==> config.mk <==
export PLATFORM = sky130hd
export DESIGN_NAME = sal_cmd_sched
export DESIGN_NICKNAME = d
export VERILOG_FILES = /design/src/rtl/sal_sched_pkg.sv /design/src/rtl/sal_cmd_sched_rr_arb.sv /design/src/rtl/sal_cmd_sched.sv
export SDC_FILE = /design/constraint.sdc
export NUM_CORES = 1
export LEC_CHECK = 0
export BUFFER_PORTS_ARGS = -buffer_cell sky130_fd_sc_hd__buf_4
export CAP_MARGIN = 30
export CORE_ASPECT_RATIO = 0.6
export CORE_MARGIN = 2
export CORE_UTILIZATION = 57
export DETAILED_ROUTE_END_ITERATION = 12
export HOLD_SLACK_MARGIN = 0.08
export PLACE_DENSITY_LB_ADDON = 0.15
export SLEW_MARGIN = 10
export SYNTH_ARGS = -nofsm -noshare
export SYNTH_HDL_FRONTEND = slang
export SYNTH_SLANG_ARGS = --single-unit
export TNS_END_PERCENT = 1
==> constraint.sdc <==
create_clock -name clk -period 13.3 [get_ports clk]
set_input_delay 0 -clock clk [delete_from_list [all_inputs] [get_ports clk]]
set_output_delay 0 -clock clk [all_outputs]
set_load 0.05 [all_outputs]
==> src/rtl/sal_sched_pkg.sv <==
// Shared types for the DDR2 rank command scheduler: command encoding and FAW depth.
package sal_sched_pkg;

  typedef enum logic [2:0] {
    CMD_NOP = 3'd0,
    CMD_ACT = 3'd1,
    CMD_RD  = 3'd2,
    CMD_WR  = 3'd3,
    CMD_PRE = 3'd4,
    CMD_REF = 3'd5
  } cmd_t;

  localparam int FAW_SLOTS = 4;

endpackage

==> src/rtl/sal_cmd_sched_rr_arb.sv <==
// Round-robin arbiter: first requester at or after ptr (wrapping) wins.
module sal_rr_arb #(
  parameter int N  = 4,
  parameter int IW = (N > 1) ? $clog2(N) : 1
) (
  input  logic [N-1:0]  req,
  input  logic [IW-1:0] ptr,
  output logic [N-1:0]  gnt,
  output logic [IW-1:0] idx,
  output logic          any
);

  logic [IW-1:0] cand;

  // Scan from the farthest offset back towards ptr so the closest requester is written last.
  always_comb begin
    gnt  = '0;
    idx  = '0;
    any  = 1'b0;
    cand = '0;
    for (int i = N - 1; i >= 0; i--) begin
      cand = IW'((int'(ptr) + i) % N);
      if (req[cand]) begin
        gnt       = '0;
        gnt[cand] = 1'b1;
        idx       = cand;
        any       = 1'b1;
      end
    end
  end

endmodule

==> src/rtl/sal_cmd_sched.sv <==
// Rank-level DDR2 command scheduler: picks one bank request per cycle under
// inter-bank timing (tRRD, tCCD, tWTR, tRTW, tFAW) and registers it to the PHY.
module sal_cmd_sched
  import sal_sched_pkg::*;
#(
  parameter int NUM_BANKS = 4,
  parameter int RA_WIDTH  = 14,
  parameter int CA_WIDTH  = 10,
  parameter int T_WIDTH   = 5
) (
  input  logic                          clk,
  input  logic                          rst_n,
  input  logic [NUM_BANKS-1:0]          act_req_i,
  input  logic [NUM_BANKS-1:0]          rd_req_i,
  input  logic [NUM_BANKS-1:0]          wr_req_i,
  input  logic [NUM_BANKS-1:0]          pre_req_i,
  input  logic [NUM_BANKS-1:0]          ref_req_i,
  input  logic [NUM_BANKS*RA_WIDTH-1:0] ra_i,
  input  logic [NUM_BANKS*CA_WIDTH-1:0] ca_i,
  output logic [NUM_BANKS-1:0]          act_gnt_o,
  output logic [NUM_BANKS-1:0]          rd_gnt_o,
  output logic [NUM_BANKS-1:0]          wr_gnt_o,
  output logic [NUM_BANKS-1:0]          pre_gnt_o,
  output logic [NUM_BANKS-1:0]          ref_gnt_o,
  input  logic [T_WIDTH-1:0]            t_rrd_i,
  input  logic [T_WIDTH-1:0]            t_ccd_i,
  input  logic [T_WIDTH-1:0]            t_wtr_i,
  input  logic [T_WIDTH-1:0]            t_rtw_i,
  input  logic [T_WIDTH-1:0]            t_faw_i,
  output logic                          cmd_valid_o,
  output logic [2:0]                    cmd_o,
  output logic [$clog2(NUM_BANKS)-1:0]  cmd_ba_o,
  output logic [RA_WIDTH-1:0]           cmd_addr_o
);

  localparam int BA_W    = $clog2(NUM_BANKS);
  localparam int CLS_REF = 0;
  localparam int CLS_COL = 1;
  localparam int CLS_PRE = 2;
  localparam int CLS_ACT = 3;

  function automatic logic [T_WIDTH-1:0] load_val(input logic [T_WIDTH-1:0] t);
    return (t == '0) ? '0 : t - 1'b1;
  endfunction

  function automatic logic [T_WIDTH-1:0] dec_sat(input logic [T_WIDTH-1:0] c);
    return (c == '0) ? '0 : c - 1'b1;
  endfunction

  logic [BA_W-1:0]     ptr_reg, ptr_next;
  logic [T_WIDTH-1:0]  rrd_cnt_reg, ccd_cnt_reg, wtr_cnt_reg, rtw_cnt_reg;
  logic [T_WIDTH-1:0]  faw_cnt_reg [FAW_SLOTS];
  logic [FAW_SLOTS-1:0] faw_zero, faw_first;

  logic [RA_WIDTH-1:0] ra_bank [NUM_BANKS];
  logic [CA_WIDTH-1:0] ca_bank [NUM_BANKS];

  logic [NUM_BANKS-1:0] cls_req [4];
  logic [NUM_BANKS-1:0] cls_gnt [4];
  logic [BA_W-1:0]      cls_idx [4];
  logic [3:0]           cls_any;

  logic                 rd_ok, wr_ok, act_ok;
  logic [1:0]           win_cls;
  logic                 win_any, gnt_en;
  logic [BA_W-1:0]      win_idx;
  cmd_t                 gnt_cmd;
  logic [RA_WIDTH-1:0]  addr_next;

  cmd_t                 cmd_reg;
  logic                 cmd_valid_reg;
  logic [BA_W-1:0]      cmd_ba_reg;
  logic [RA_WIDTH-1:0]  cmd_addr_reg;

  for (genvar gi = 0; gi < NUM_BANKS; gi++) begin : g_addr
    assign ra_bank[gi] = ra_i[gi*RA_WIDTH +: RA_WIDTH];
    assign ca_bank[gi] = ca_i[gi*CA_WIDTH +: CA_WIDTH];
  end

  for (genvar gi = 0; gi < FAW_SLOTS; gi++) begin : g_faw_zero
    assign faw_zero[gi] = (faw_cnt_reg[gi] == '0);
  end
  assign faw_first = faw_zero & (~faw_zero + 1'b1);

  assign rd_ok  = (ccd_cnt_reg == '0) && (wtr_cnt_reg == '0);
  assign wr_ok  = (ccd_cnt_reg == '0) && (rtw_cnt_reg == '0);
  assign act_ok = (rrd_cnt_reg == '0) && (|faw_zero);

  // A bank asserting RD and WR together is treated as RD only.
  assign cls_req[CLS_REF] = ref_req_i;
  assign cls_req[CLS_COL] = (rd_req_i & {NUM_BANKS{rd_ok}}) |
                            (wr_req_i & ~rd_req_i & {NUM_BANKS{wr_ok}});
  assign cls_req[CLS_PRE] = pre_req_i;
  assign cls_req[CLS_ACT] = act_req_i & {NUM_BANKS{act_ok}};

  for (genvar gi = 0; gi < 4; gi++) begin : g_arb
    sal_rr_arb #(.N(NUM_BANKS), .IW(BA_W)) u_arb (
      .req (cls_req[gi]),
      .ptr (ptr_reg),
      .gnt (cls_gnt[gi]),
      .idx (cls_idx[gi]),
      .any (cls_any[gi])
    );
  end

  // Class index doubles as priority: the lowest-indexed class with a winner takes the cycle.
  always_comb begin
    win_cls = 2'd0;
    win_any = 1'b0;
    for (int c = 3; c >= 0; c--) begin
      if (cls_any[c]) begin
        win_cls = 2'(c);
        win_any = 1'b1;
      end
    end
  end

  assign gnt_en  = rst_n && win_any;
  assign win_idx = cls_idx[win_cls];

  assign ref_gnt_o = (gnt_en && win_cls == 2'(CLS_REF)) ? cls_gnt[CLS_REF] : '0;
  assign pre_gnt_o = (gnt_en && win_cls == 2'(CLS_PRE)) ? cls_gnt[CLS_PRE] : '0;
  assign act_gnt_o = (gnt_en && win_cls == 2'(CLS_ACT)) ? cls_gnt[CLS_ACT] : '0;
  assign rd_gnt_o  = (gnt_en && win_cls == 2'(CLS_COL)) ? (cls_gnt[CLS_COL] & rd_req_i) : '0;
  assign wr_gnt_o  = (gnt_en && win_cls == 2'(CLS_COL)) ? (cls_gnt[CLS_COL] & ~rd_req_i) : '0;

  always_comb begin
    gnt_cmd   = CMD_NOP;
    addr_next = '0;
    if (gnt_en) begin
      case (win_cls)
        2'(CLS_REF): gnt_cmd = CMD_REF;
        2'(CLS_COL): begin
          gnt_cmd   = rd_req_i[win_idx] ? CMD_RD : CMD_WR;
          addr_next = RA_WIDTH'(ca_bank[win_idx]);
        end
        2'(CLS_PRE): gnt_cmd = CMD_PRE;
        default: begin
          gnt_cmd   = CMD_ACT;
          addr_next = ra_bank[win_idx];
        end
      endcase
    end
  end

  assign ptr_next = !gnt_en ? ptr_reg :
                    (win_idx == BA_W'(NUM_BANKS - 1)) ? '0 : win_idx + 1'b1;

  always_ff @(posedge clk) begin
    if (!rst_n) begin
      ptr_reg       <= '0;
      rrd_cnt_reg   <= '0;
      ccd_cnt_reg   <= '0;
      wtr_cnt_reg   <= '0;
      rtw_cnt_reg   <= '0;
      cmd_valid_reg <= 1'b0;
      cmd_reg       <= CMD_NOP;
      cmd_ba_reg    <= '0;
      cmd_addr_reg  <= '0;
    end else begin
      ptr_reg     <= ptr_next;
      rrd_cnt_reg <= (gnt_cmd == CMD_ACT) ? load_val(t_rrd_i) : dec_sat(rrd_cnt_reg);
      ccd_cnt_reg <= (gnt_cmd == CMD_RD || gnt_cmd == CMD_WR) ? load_val(t_ccd_i)
                                                              : dec_sat(ccd_cnt_reg);
      wtr_cnt_reg <= (gnt_cmd == CMD_WR) ? load_val(t_wtr_i) : dec_sat(wtr_cnt_reg);
      rtw_cnt_reg <= (gnt_cmd == CMD_RD) ? load_val(t_rtw_i) : dec_sat(rtw_cnt_reg);
      cmd_valid_reg <= gnt_en;
      cmd_reg       <= gnt_cmd;
      if (gnt_en) begin
        cmd_ba_reg   <= win_idx;
        cmd_addr_reg <= addr_next;
      end
    end
  end

  // Each ACT claims the lowest free slot; the window is full when no slot is zero.
  for (genvar gi = 0; gi < FAW_SLOTS; gi++) begin : g_faw
    always_ff @(posedge clk) begin
      if (!rst_n) begin
        faw_cnt_reg[gi] <= '0;
      end else if (gnt_cmd == CMD_ACT && faw_first[gi]) begin
        faw_cnt_reg[gi] <= load_val(t_faw_i);
      end else begin
        faw_cnt_reg[gi] <= dec_sat(faw_cnt_reg[gi]);
      end
    end
  end

  assign cmd_valid_o = cmd_valid_reg;
  assign cmd_o       = cmd_reg;
  assign cmd_ba_o    = cmd_ba_reg;
  assign cmd_addr_o  = cmd_addr_reg;

endmodule

== Word level (Yosys, flattened, before mapping) ==
Memories as Yosys holds them, arrays and structs flattened.
Index checks and enable logic that the tools add are counted.

* Register bits after elaboration: 42
* Bits in latches: 0
* Bits in writable memories: 20
* Memory bits (read-only): 0
* Input bits: 143
* Output and inout port bits: 40
* Word-level logic and storage cells: 266
* Memories kept: 1

{| class="wikitable"
|+ Memory list
! name !! depth !! bits a word !! rd ports !! clocked after Yosys merged registers in !! write ports !! line !! source
|-
| faw_cnt_reg || 4 || 5 || 4 || 0 || 4 || sal_cmd_sched.sv:52 || <nowiki>logic [T_WIDTH-1:0] faw_cnt_reg [FAW_SLOTS];</nowiki>
|}

* $add $sub $neg: 18
* Multipliers: 0
* Divide/modulo/power cells: 0
* Order comparisons: 11
* Equality and inequality tests: 7
* Shift-type cells: 0
* Mux-type cells: 167
* Bitwise gates (word level): 20
* Reductions and logical operators: 33

{| class="wikitable"
|+ Operators with widths
! cell !! count
|-
| $mux 5 || 25
|-
| $mux 4 || 21
|-
| $mux 1 || 67
|-
| $logic_not 5->1 || 13
|-
| $sub 5x1->5 const B || 13
|-
| $mux 2 || 23
|-
| $bmux 1 s2 || 17
|-
| $and 4x4->4 || 7
|-
| $bmux 14 s2 || 1
|-
| $mux 14 || 2
|-
| $pmux 14 s2 || 1
|-
| $bmux 10 s2 || 1
|-
| $mux 10 || 2
|-
| $logic_and 1x1->1 || 16
|-
| $lt 2x3->1 const B || 5
|-
| $pmux 3 s3 || 1
|-
| $demux 1 s2 || 4
|-
| $ge 2x1->1 const B || 4
|-
| $not 4->4 || 2
|-
| $or 1x1->1 || 8
|-
| $eq 2x2->1 const B || 3
|-
| $eq 3x2->1 const B || 2
|-
| $ge 3x3->1 const B || 2
|-
| $not 2->3 || 2
|-
| 12 further kinds || 14
|}

== Longest topological paths before layout ==
Gate-level depths: netlist (run 1).

* Depth after elaboration: 30
* Mapped depth: 19
* Depth with buffers taken out: 12

== Hierarchy ==
A second synthesis (run 1) with hierarchy kept.

* Cell total of the unflattened synthesis: 792
* Area, all modules: 6,523.8 sq um

{| class="wikitable"
|+ By module, submodules not included
! module !! instances !! cells an instance !! area each (sq um) !! sequential area each (sq um)
|-
| sal_cmd_sched || 1 || 527 || 4,441.8 || 1,441.4
|-
| sal_rr_arb (g_arb[0].u_arb ...) || 3 || 68 || 524.3 || 0.0
|-
| sal_rr_arb (g_arb[3].u_arb) || 1 || 61 || 509.2 || 0.0
|}

== Least setup slack after synthesis (run 1) ==
No wires, ideal clock.

* Path kind: register to output
* Start: register ptr_reg[0]
* End: output port act_gnt_o[0]
* Arrival time: 4,524 ps
* Required time: 13,300 ps
* Slack: 8,776 ps
* Cell stages (with the launch flop): 14
* Path buffers: 5
* Cells stage by stage: dfxtp_1 buf_2 inv_1 clkbuf_1 ha_1 clkbuf_1 clkbuf_1 buf_1 nand2_1 nor2_1 a21oi_1 a2111oi_0 nand2_1 a311oi_1

* Word-level cells in the longest chain between the ends: 14
* Elaborated cells on any way between the ends: 87
* Those cells by class: add/sub: 3; order compare: 8; eq/ne: 1; mux: 69; reduce/logical: 6

{| class="wikitable"
|+ Ends and longest elaborated chain
! element !! line !! source
|-
| start, declared || sal_cmd_sched.sv:50 || <nowiki>logic [BA_W-1:0] ptr_reg, ptr_next;</nowiki>
|-
| start signal, assigned || sal_cmd_sched.sv:161 || <nowiki>ptr_reg <= ptr_next;</nowiki>
|-
| $add 2x2->2 || sal_cmd_sched_rr_arb.sv:22 || <nowiki>cand = IW'((int'(ptr) + i) % N);</nowiki>
|-
| $bmux 1 s2 || sal_cmd_sched_rr_arb.sv:23 || <nowiki>if (req[cand]) begin</nowiki>
|-
| $mux 1 (not written as such) || sal_cmd_sched_rr_arb.sv:23 ||
|-
| $mux 1 (4 in series) || sal_cmd_sched_rr_arb.sv:23 ||
|-
| $mux 2 or $mux 1 (tied branches) (4 in series) || sal_cmd_sched.sv:111 || <nowiki>if (cls_any[c]) begin</nowiki>
|-
| $eq 2x2->1 or $logic_and 1x1->1 (tied branches) || sal_cmd_sched.sv:123, sal_cmd_sched.sv:118 ||
|-
| $logic_and 1x1->1 || sal_cmd_sched.sv:123 || <nowiki>assign act_gnt_o = (gnt_en && win_cls == 2'(CLS_ACT)) ? cls_gnt[CLS_ACT] : '0;</nowiki>
|-
| $mux 4 * || sal_cmd_sched.sv:123 ||
|-
| end, declared || sal_cmd_sched.sv:20 || <nowiki>output logic [NUM_BANKS-1:0] act_gnt_o,</nowiki>
|}

Every way passes the cells marked *; elsewhere a longest branch is shown, timed or not. The select of a mux whose other input is x is not followed.

== Worst setup path after layout (run 1) ==
* Start: register ptr_reg[1]
* End: register cmd_addr_reg[13] (netlist: cmd_addr_o[13])

* Word-level cells in the longest chain between the ends: 20
* Elaborated cells on any way between the ends: 89
* Those cells by class: add/sub: 3; eq/ne: 2; mux: 79; bitwise: 2; reduce/logical: 3

{| class="wikitable"
|+ Ends and longest elaborated chain
! element !! line !! source
|-
| $add 2x2->2 || sal_cmd_sched_rr_arb.sv:22 ||
|-
| $bmux 1 s2 || sal_cmd_sched_rr_arb.sv:23 ||
|-
| $mux 1 (not written as such) || sal_cmd_sched_rr_arb.sv:23 ||
|-
| $mux 1 (4 in series) || sal_cmd_sched_rr_arb.sv:23 ||
|-
| $mux 2 (4 in series) || sal_cmd_sched.sv:111 ||
|-
| $not 2->3 (not written as such) || sal_cmd_sched.sv:119 || <nowiki>assign win_idx = cls_idx[win_cls];</nowiki>
|-
| $bmux 2 s2 || sal_cmd_sched.sv:119 ||
|-
| $mux 2 (not written as such) (2 in series) || sal_cmd_sched.sv:119 ||
|-
| $not 2->3 (not written as such) || sal_cmd_sched.sv:140 || <nowiki>addr_next = ra_bank[win_idx];</nowiki>
|-
| $bmux 14 s2 || sal_cmd_sched.sv:140 ||
|-
| $mux 14 (not written as such) (2 in series) || sal_cmd_sched.sv:140 ||
|-
| $pmux 14 s2 || sal_cmd_sched.sv:131 || <nowiki>case (win_cls)</nowiki>
|-
| end signal, assigned || sal_cmd_sched.sv:171 || <nowiki>cmd_addr_reg <= addr_next;</nowiki>
|-
| end, declared || sal_cmd_sched.sv:73 || <nowiki>logic [RA_WIDTH-1:0] cmd_addr_reg;</nowiki>
|}

Several ways; a longest one is shown, not always the timed one. The select of a mux whose other input is x is not followed.
A chain may end at the register's enable or synchronous reset.

==> results_dict.tcl, run 1 <==
set metrics [dict create \
    die_w_um 136 \
    start_kind "flop" \
    antenna_left 0 \
    clkLatencyLatePin_ns 0.34 \
    drv_cap 0 \
    p_per_area_mw_per_mm2 193 \
    p_leak_nw 3.55 \
    synthTopCellsByCount "89 x nor2_1, 84 x nand2_1, 47 x a21oi_1" \
    netlist_area_mm2 0.00592 \
    cp_top_family "buffers and inverters" \
    totalWireLength_um 24100 \
    synth_top_area_share_pct 14.2 \
    areaGrowthSynthToFinish_pct 38.3 \
    cts.clk_slew.worst_paths_ns 0.06 \
    dpl_worst_slack_ns 8.48 \
    htree_levels 3 \
    ys_ff_latch 62 \
    worst_slack_ns 7.62 \
    route.vias.total 7306 \
    antenna_found_initial 0 \
    synthArstFlopShare_pct 0 \
    crit_buf_inv 5 \
    worst_pin_slew_ns 1.00 \
    core_area_mm2 0.00998 \
    synth_edf_count 20 \
    critical_path_required_ns 13.53 \
    track_usage_pct 41.9 \
    numPortBuffers 182 \
    drv_slew 0 \
    yosys.area.top_type "dfxtp_1" \
    hold_viol_final 0 \
    grt_overflow 0 \
    period_share_pct 42.7 \
    cts_made_buffers 9 \
    crit_chain "clkinv_1 -> ha_1 -> buf_8 -> or3_1 -> o22ai_1 -> o211ai_1 -> a221oi_2 -> a2111oi_2 -> a211oi_4 -> buf_4 -> mux2i_1 -> dlygate4sd3_1 -> o221ai_1 -> dlygate4sd3_1" \
    tritoncts "built" \
    hold_class "primary input to flop" \
    finClkSkew_ns 0.00696 \
    dr.pass1.iters 6 \
    finalSetupViolations 0 \
    clkSinkCount 62 \
    nNetsFinal 1132 \
    cts_buffer_depth 2 \
    synth-main-ff-cell "dfxtp_1" \
    rsz0062_at_grt "no" \
    nFillCells 563 \
    vdd_drop_max_v 0.000148 \
    status "completed" \
    dieArea_mm2 0.0112 \
    grt_first_pass_wirelength_um 36900 \
    ys_seq_area_share_pct 24.3 \
    crit_fanout 41 \
    grt_start_max_net_pins 44 \
    cts.root.buffer_cell "clkbuf_16" \
    yosysUniqueCellTypes 70 \
    cp-end-kind "flop" \
    fp-row-count 28 \
    max_freq_mhz 176 \
    relSlewSlack_pct 31.6 \
    drt_iter0_drc 828 \
    initial_core_util_pct 59.3 \
    drive_gt1_share_pct 27.4 \
    path_class "flop to flop" \
    ys_warn_count 0 \
    cpPeakStageDelay_ns 0.72 \
    avgRoutedWirePerCell_um 21.9 \
    largest_reg_flops 20 \
    grt_pass1_vias 7086 \
    cp.arrival_ns 5.91 \
    slowest_stage "dfxtp_1" \
    ys_top_cells_by_area "dfxtp_1 14%, edfxtp_1 10%, mux2i_1 7.3%" \
    fin_setup_tns_ns 0 \
    dp_hpwl_um 16100 \
    vias_per_cell 6.63 \
    place_congestion 0.939 \
    synth_cells 736 \
    ios 183 \
    fp.dieH_um 83.0 \
    post_cts_buffers 0 \
    crit_top_cell "dlygate4sd3_1" \
    drc 0 \
    yosysMostFrequentCell "nor2_1" \
    postSynthAreaPerCell_um2 8.05 \
    final.min_clock_period_ns 5.68 \
]
final cells by class:
class	instances	area, um^2	area share (%)
repair buffers	233	1860	22.7
clock inverters	6	63.8	0.779
multi-input cells	614	4250	51.9
well taps	135	169	2.06
flip-flops and latches	62	1440	17.6
inverters	41	154	1.88
diodes	1	2.50	0.0305
clock buffers	10	250	3.05
worst reg2reg max path: cells and delay by family (launching register included):
kind | cells | cell delay, ns
buf+inv | 5 | 2.39
compound gates | 6 | 1.25
flops | 1 | 0.72
fa+ha+maj | 1 | 0.61
simple gates | 1 | 0.34
mux | 1 | 0.26
metal layers:
layer  GRT usage (%)  vias to the layer above  wire (um)  part of all wire [%]
li1                -                     3155          -                     -
met1            49.9                     3384       8860                    37
met2            67.8                      619      10900                    45
met3            12.8                      148       3020                    13
met4            22.1                        0       1390                   5.8
met5               0                        -          0                     0
repair_timing:
item / CTS / global route
endpoints found under the hold margin: 23 / 0
resized for setup: 0 / 0
hold buffers: 42 / 0
cells by family after synthesis:
group | share of synthesized area (%)
buf+inv | 5.24
compound gates | 21.8
other cells | 0.0633
flops | 24.3
mux | 16.4
fa+ha+maj | 5.92
xor+xnor | 3.99
simple gates | 22.2
through the flow:
step                cell area [um^2]  power [mW]  hold slack (ns)  utilization [%]  instances
finish                          8190        1.58           0.0844             82.1       1102
global route                    8190        1.66            0.109             82.0       1101
CTS                             8170        1.51           0.0804             81.8       1099
detailed placement              7440        1.24            0.208             74.5       1041
global placement                7440        1.21            0.199             74.5       1041
floorplan                       5990        1.01           0.0943                -        755
cell usage in the layout (no fill, tap or decap), types with 18 or more instances in the layout:
cell,count
a21oi_1,47
buf_4,189
inv_1,39
mux2i_1,43
o21ai_0,18
edfxtp_1,20
nor2_1,89
dlygate4sd3_1,42
conb_1,20
mux2_2,26
nand2_1,84
nor3_1,26
dfxtp_1,42
xnor2_1,20
ha_1,28
path summary, 6_finish.rpt:
| path | from | end | slack, ns | cells past startpoint |
|---|---|---|---|---|
| hold / removal | rst_n | cmd_o[0] | 0.08 | 3 |
| hold reg to reg | cmd_addr_o[5] | cmd_addr_o[5] | 0.46 | 2 |
| setup reg to reg | ptr_reg[1] | cmd_addr_o[13] | 7.62 | 14 |
| setup / recovery | ptr_reg[1] | cmd_addr_o[13] | 7.62 | 14 |
power by group:
part           total (mW)  switching (mW)  internal, mW  leakage (nW)
Clock               0.250          0.0933         0.157         0.159
Sequential          0.274          0.0383         0.236         0.549
Combinational        1.05           0.624         0.430          2.84
Total                1.58           0.756         0.824          3.55
Note: power is estimated with default switching activity, not from simulation.
==> inputs of run 2 (changes only) <==
--- a/config.mk
+++ b/config.mk
@@ -5,11 +5,12 @@
 export SDC_FILE = /design/constraint.sdc
 export NUM_CORES = 1
 export LEC_CHECK = 0
+export ABC_AREA = 1
 export BUFFER_PORTS_ARGS = -buffer_cell sky130_fd_sc_hd__buf_4
 export CAP_MARGIN = 30
 export CORE_ASPECT_RATIO = 0.6
 export CORE_MARGIN = 2
-export CORE_UTILIZATION = 57
+export CORE_UTILIZATION = 48
 export DETAILED_ROUTE_END_ITERATION = 12
 export HOLD_SLACK_MARGIN = 0.08
 export PLACE_DENSITY_LB_ADDON = 0.15
==> constraint.sdc (replaced) <==
create_clock -name clk -period 4.6 [get_ports clk]
set_input_delay 0 -clock clk [delete_from_list [all_inputs] [get_ports clk]]
set_output_delay 0 -clock clk [all_outputs]
set_load 0.05 [all_outputs]
==> results_dict.tcl, run 2 <==
set metrics [dict create \
    place_congestion 0.967 \
    crit_chain "inv_2 -> ha_2 -> clkinvlp_4 -> nand2_1 -> o21ai_1 -> nor4_4 -> buf_4 -> nand3_4 -> nor2_4 -> nand3_1 -> nand2_1 -> inv_2 -> nand2_4 -> buf_6 -> nand2_1 -> nand3_1 -> dlygate4sd3_1 -> nand3_1 -> nand2_1" \
    grt_pass1_vias 6531 \
    p_per_area_mw_per_mm2 683 \
    synth_cells 1015 \
    cpPeakStageDelay_ns 0.57 \
    cts_made_buffers 9 \
    cp-startpoint "ptr_reg[1]" \
    cts.root.buffer_cell "clkbuf_16" \
    netlist_area_mm2 0.00626 \
    grt_first_pass_wirelength_um 32500 \
    r2r_cells 19 \
    yosys.area.top_type "nand2_1" \
    rsz0062_at_grt "no" \
    cp-end-kind "flop" \
    track_usage_pct 29.0 \
    postSynthAreaPerCell_um2 6.17 \
    muxShareOfSynthArea_pct 0 \
    dieArea_mm2 0.0140 \
    clkLatencyLatePin_ns 0.34 \
    path_class "flop to flop" \
    fp.dieH_um 92.5 \
    dr.pass1.iters 8 \
    route.vias.total 7587 \
    antenna_found_initial 0 \
    max_freq_mhz 242 \
    ys_seq_area_share_pct 23.0 \
    areaGrowthSynthToFinish_pct 35.5 \
    crit_fanout 55 \
    final.min_clock_period_ns 4.14 \
    p_leak_nw 4.27 \
    synthTopCellsByCount "263 x nand2_1, 126 x inv_1, 113 x nor2_1" \
    critical_path_required_ns 4.88 \
    initial_core_util_pct 49.0 \
    hold_depth 3 \
    drt_iter0_drc 728 \
    totalWireLength_um 20500 \
    synthSimpleGateAreaFrac_pct 39.2 \
    tritoncts "built" \
    start_kind "flop" \
    drive_gt1_share_pct 21.3 \
    hold_class "primary input to flop" \
    grt_start_max_net_pins 56 \
    cts.clk_slew.worst_paths_ns 0.06 \
    synth_compound_area_share_pct 18.2 \
    rrSetupSlack_ns 0.46 \
    grt_overflow 0 \
    vias_per_cell 5.35 \
    multiInputGateArea_mm2 0.00414 \
    vdd_drop_max_v 0.000670 \
    fin_setup_tns_ns 0 \
    drv_cap 0 \
    hold-worst-slack_ns 0.0885 \
    final_common_cell "nand2_1" \
    status "completed" \
    cts_buffer_depth 2 \
    synth-main-ff-cell "dfxtp_1" \
    hold_viol_final 0 \
    drc 0 \
    yosysUniqueCellTypes 56 \
    synth_top_area_share_pct 15.8 \
    yosysMostFrequentCell "nand2_1" \
    layout_common_cells "263 x nand2_1, 189 x buf_4, 126 x inv_1" \
    synthXorXnorAreaFrac_pct 1.68 \
    ys_warn_count 0 \
    fin_util_pct 66.4 \
    nFillCells 1151 \
    synth_edf_count 20 \
    finClkSkew_ns 0.00996 \
    yosys.area_share.adder_pct 5.60 \
    regArea_mm2 0.00144 \
    cp.arrival_ns 4.42 \
    die_w_um 151 \
    ios 183 \
    ys_top_cells_by_area "nand2_1 16%, dfxtp_1 13%, edfxtp_1 9.6%" \
    nNetsFinal 1414 \
    htree_levels 3 \
    r2r-start "ptr_reg[1]" \
    worstSetupEndpoint "cmd_addr_o[13]" \
    dp_hpwl_um 15500 \
    drv_slew 0 \
    reg2reg_to "cmd_addr_o[13]" \
    core_area_mm2 0.0128 \
    clkSinkCount 62 \
    synthArstFlopShare_pct 0 \
    period_share_pct 89.9 \
    finalSetupViolations 0 \
    crit_top_cell "nand2_1" \
    slowest_stage "dlygate4sd3_1" \
    synth_top_family_by_area "simple AND/OR/NAND/NOR gates" \
    avgRoutedWirePerCell_um 14.4 \
    n_antenna_cell 0 \
    numPortBuffers 182 \
    ys_ff_latch 62 \
    worst_pin_slew_ns 0.800 \
    antenna_left 0 \
    largest_reg_flops 20 \
    fp-row-count 32 \
    relSlewSlack_pct 46.5 \
]
## run 2: cell families after synthesis
logic type	Yosys count
and+or+nand+nor	537
AOI/OAI and AO/OA	195
buffers and inverters	180
DFF	62
adders and majority gates	28
xor gates and xnor gates	12
other	1
## run 2: how the worst min path moves through the flow
| stage | from | to | slack, ns |
|---|---|---|---|
| 2_1_floorplan | t_rtw_i[4] | rtw_cnt_reg[4] | 0.14 |
| 3_3_place_gp | t_rtw_i[4] | rtw_cnt_reg[4] | 0.26 |
| 3_5_place_dp | t_rtw_i[4] | rtw_cnt_reg[4] | 0.26 |
| 4_1_cts | ra_i[15] | cmd_addr_o[1] | 0.08 |
| 5_1_grt | t_ccd_i[1] | ccd_cnt_reg[3] | 0.11 |
| 6_report | t_ccd_i[1] | ccd_cnt_reg[3] | 0.09 |
## run 2: critical path, delay by kind of cell (launching register included)
family                   cells  cell delay [ns]
adder cells (fa/ha/maj)      1             0.49
AND/OR/NAND/NOR             11             1.40
flip-flops                   1             0.45
buffers and inverters        6             1.58
AO/OA/AOI/OAI                1             0.14
## run 2: what timing repair did
action / in CTS / in global routing
setup buffers: 0 / 1
hold buffers: 41 / 0
endpoints found under the hold margin: 20 / 0
gates resized for setup: 0 / 6
endpoints found under the setup margin: 0 / 23
## run 2: power breakdown
group,internal [mW],total [mW],switching [mW]
registers,0.685,0.751,0.0653
logic,1.40,4.38,2.98
clock network,0.424,0.667,0.243
total,2.51,5.79,3.28
## run 2: final cells by class
class | instances | area share (%)
Multi-Input combinational cell | 793 | 48.8
Timing Repair Buffer | 231 | 21.7
Sequential cell | 62 | 17.0
Inverter | 146 | 6.54
Clock buffer | 13 | 3.32
Tap cell | 170 | 2.51
Clock inverter | 2 | 0.162
## run 2: stage by stage
stage	setup slack [ns]	instances	instance area [um^2]	total power [mW]
after floorplan	1.02	1034	6330	4.16
after global placement	0.487	1359	7750	4.84
after detailed placement	0.333	1359	7750	4.85
after CTS	0.0184	1415	8450	5.63
after global routing	0.164	1417	8480	6.31
final	0.463	1417	8480	5.79
## run 2: routing by layer
| layer | wire [um] | vias up | share of wire (%) | GRT usage [%] |
|---|---|---|---|---|
| li1 | - | 3802 | - | - |
| met1 | 9850 | 3370 | 48 | 45.8 |
| met2 | 7990 | 401 | 39 | 39.7 |
| met3 | 2470 | 14 | 12 | 6.90 |
| met4 | 152 | 0 | 0.74 | 4.67 |
| met5 | 0 | - | 0 | 0 |
==> inputs of run 3 (changes only) <==
--- a/config.mk
+++ b/config.mk
@@ -8,14 +8,15 @@
 export ABC_AREA = 1
 export BUFFER_PORTS_ARGS = -buffer_cell sky130_fd_sc_hd__buf_4
 export CAP_MARGIN = 30
-export CORE_ASPECT_RATIO = 0.6
+export CORE_ASPECT_RATIO = 0.7
 export CORE_MARGIN = 2
-export CORE_UTILIZATION = 48
+export CORE_UTILIZATION = 50
 export DETAILED_ROUTE_END_ITERATION = 12
 export HOLD_SLACK_MARGIN = 0.08
 export PLACE_DENSITY_LB_ADDON = 0.15
 export SLEW_MARGIN = 10
 export SYNTH_ARGS = -nofsm -noshare
 export SYNTH_HDL_FRONTEND = slang
+export SYNTH_HIERARCHICAL = 1
 export SYNTH_SLANG_ARGS = --single-unit
 export TNS_END_PERCENT = 1
==> results_dict.tcl, run 3 <==
set metrics [dict create \
    finClkSkew_ns 0.00960 \
    status "completed" \
    r2r-start "faw_cnt_reg[1][0]" \
    dr.pass1.iters 6 \
    synth-main-ff-cell "dfxtp_1" \
    grt_overflow 0 \
    netlist_area_mm2 0.00690 \
    cts.root.buffer_cell "clkbuf_16" \
    relSlewSlack_pct 52.4 \
    track_usage_pct 27.8 \
    switchingPower_mw 3.61 \
    min-delay-start "ra_i[12]" \
    vias_per_cell 5.11 \
    grt_pass1_vias 6962 \
    vdd_drop_max_v 0.000440 \
    fp.dieH_um 102 \
    crit_fanout 20 \
    dp_hpwl_um 16500 \
    n_antenna_cell 0 \
    fp-row-count 35 \
    layout_common_cells "272 x nand2_1, 197 x buf_4, 177 x inv_1" \
    hold_depth 5 \
    synth_edf_count 20 \
    grt_start_max_net_pins 48 \
    synthTopCellsByCount "272 x nand2_1, 177 x inv_1, 150 x nand3_1" \
    yosys.area.top_type "nand2_1" \
    cts.clk_slew.worst_paths_ns 0.06 \
    numPortBuffers 182 \
    rsz0062_at_grt "no" \
    ys_ff_latch 62 \
    synthArstFlopShare_pct 0 \
    drive_gt1_share_pct 22.8 \
    rrSetupSlack_ns 0.39 \
    yosysMostFrequentCell "nand2_1" \
    p_int_mw 2.95 \
    min_to "cmd_addr_o[12]" \
    p_comb_share_pct 75.2 \
    ys_top_cells_by_area "nand2_1 15%, dfxtp_1 12%, nand3_1 11%" \
    worst_pin_slew_ns 0.714 \
    path_class "flop to flop" \
    critical_path_required_ns 4.83 \
    multiInputGateArea_mm2 0.00462 \
    final_common_cell "nand2_1" \
    cp.arrival_ns 4.44 \
    hold_class "primary input to flop" \
    finalSetupViolations 0 \
    grt_first_pass_wirelength_um 32700 \
    clkSinkCount 62 \
    drt_iter0_drc 518 \
    drc 0 \
    synth_cells 1120 \
    pwr-share-seq_pct 11.9 \
    p_per_area_mw_per_mm2 723 \
    fin_setup_tns_ns 0 \
    synth_top_area_share_pct 14.8 \
    final_design_area_no_fill_mm2 0.00908 \
    route.vias.total 7803 \
    clkPwrFrac_pct 12.9 \
    nFillCells 1237 \
    reg2reg_to "cmd_addr_o[2]" \
    postSynthAreaPerCell_um2 6.16 \
    placed_area_mm2 0.00852 \
    r2r_cells 28 \
    hold_viol_final 0 \
    cts_made_buffers 9 \
    hold-worst-slack_ns 0.0813 \
    power_mw 6.56 \
    ys_seq_area_share_pct 20.9 \
    avgRoutedWirePerCell_um 13.8 \
    core_area_mm2 0.0133 \
    antenna_left 0 \
    drv_cap 0 \
    dieArea_mm2 0.0148 \
    ys_warn_count 6 \
    switching_share_pct 55.0 \
    cts_buffer_depth 2 \
    tritoncts "built" \
    max_freq_mhz 238 \
    start_kind "flop" \
    regArea_mm2 0.00144 \
    cpPeakStageDelay_ns 0.39 \
    clkLatencyLatePin_ns 0.34 \
    nNetsFinal 1526 \
    antenna_found_initial 0 \
    yosysUniqueCellTypes 44 \
    ios 183 \
    htree_levels 3 \
    drv_slew 0 \
    place_congestion 0.930 \
    slowest_stage "nand2_1" \
    crit_top_cell "nand2_1" \
    largest_reg_flops 20 \
    period_share_pct 91.5 \
    initial_core_util_pct 51.9 \
    areaGrowthSynthToFinish_pct 31.6 \
    final.min_clock_period_ns 4.21 \
    die_w_um 144 \
    p_leak_nw 4.79 \
    totalWireLength_um 21100 \
    cp-end-kind "flop" \
]
[run 3: changes by cell type after synthesis, moves of 13 or more]
cell | before | now
ha_1 | 28 | 45
nand4_1 | 19 | 6
o21ai_1 | 32 | 14
o21ai_0 | 56 | 40
nand3_1 | 85 | 150
nand3_2 | 3 | 21
inv_1 | 126 | 177
[run 3: cell type report]
class	instances	share of cell area [%]
clock inverters	6	1.47
flip-flops and latches	62	15.9
clock buffers	10	2.52
multi-input cells	854	50.9
repair buffers	215	18.4
inverters	196	8.32
well taps	185	2.55
[run 3: repair_timing]
action / in CTS / in global routing
setup endpoints to repair: 0 / 13
hold buffers: 17 / 0
hold endpoints to repair: 17 / 0
gates resized for setup: 0 / 2
buffers inserted: 0 / 2
[run 3: kinds of logic after synthesis]
family,share of synthesized area [%]
other cells,0.0543
buf+inv,13.4
simple gates,45.2
fa+ha+maj,8.16
compound gates,10.5
xor+xnor,1.90
flops,20.9
[run 3: through the flow]
stage	cells	util (%)	setup slack (ns)
after floorplan	1139	-	0.648
after global placement	1493	64.0	0.541
after detailed placement	1493	64.0	0.392
after CTS	1526	68.0	0.220
after global routing	1528	68.2	0.0236
final	1528	68.2	0.393
[run 3: critical path: cells and delay by family (launching register included)]
kind,cells,cell delay (ns)
AOI/OAI and AO/OA,4,0.54
and+or+nand+nor,17,2.27
adders and majority gates,1,0.18
DFF,1,0.35
buffers and inverters,6,0.73
[run 3: worst max-delay path by stage]
stage,startpoint,to,cells after the start
floorplan,ptr_reg[0],rd_gnt_o[0],12
global placement,faw_cnt_reg[1][0],cmd_addr_o[5],29
detailed placement,faw_cnt_reg[1][0],cmd_addr_o[5],29
global route,faw_cnt_reg[1][0],rtw_cnt_reg[0],28
CTS,faw_cnt_reg[1][0],ref_gnt_o[3],25
finish,faw_cnt_reg[1][0],cmd_addr_o[2],28
[run 3: metal layers]
layer / track usage (%) / wire length, um / part of all wire, % / vias to the layer above
met1: 38.1 / 9790 / 46 / 3501
met5: 0 / 0 / 0 / -
met2: 46.8 / 9350 / 44 / 296
li1: - / - / - / 3984
met3: 4.92 / 1650 / 7.8 / 22
met4: 5.23 / 294 / 1.4 / 0
[run 3: power groups by stage]
stage / clock network, mW / registers [mW] / logic, mW
finish: 0.850 / 0.779 / 4.94
global route: 0.878 / 0.791 / 5.50
CTS: 0.854 / 0.778 / 4.87
detailed placement: 0 / 0.785 / 4.83
global placement: 0 / 0.788 / 4.79
floorplan: 0 / 0.907 / 3.79
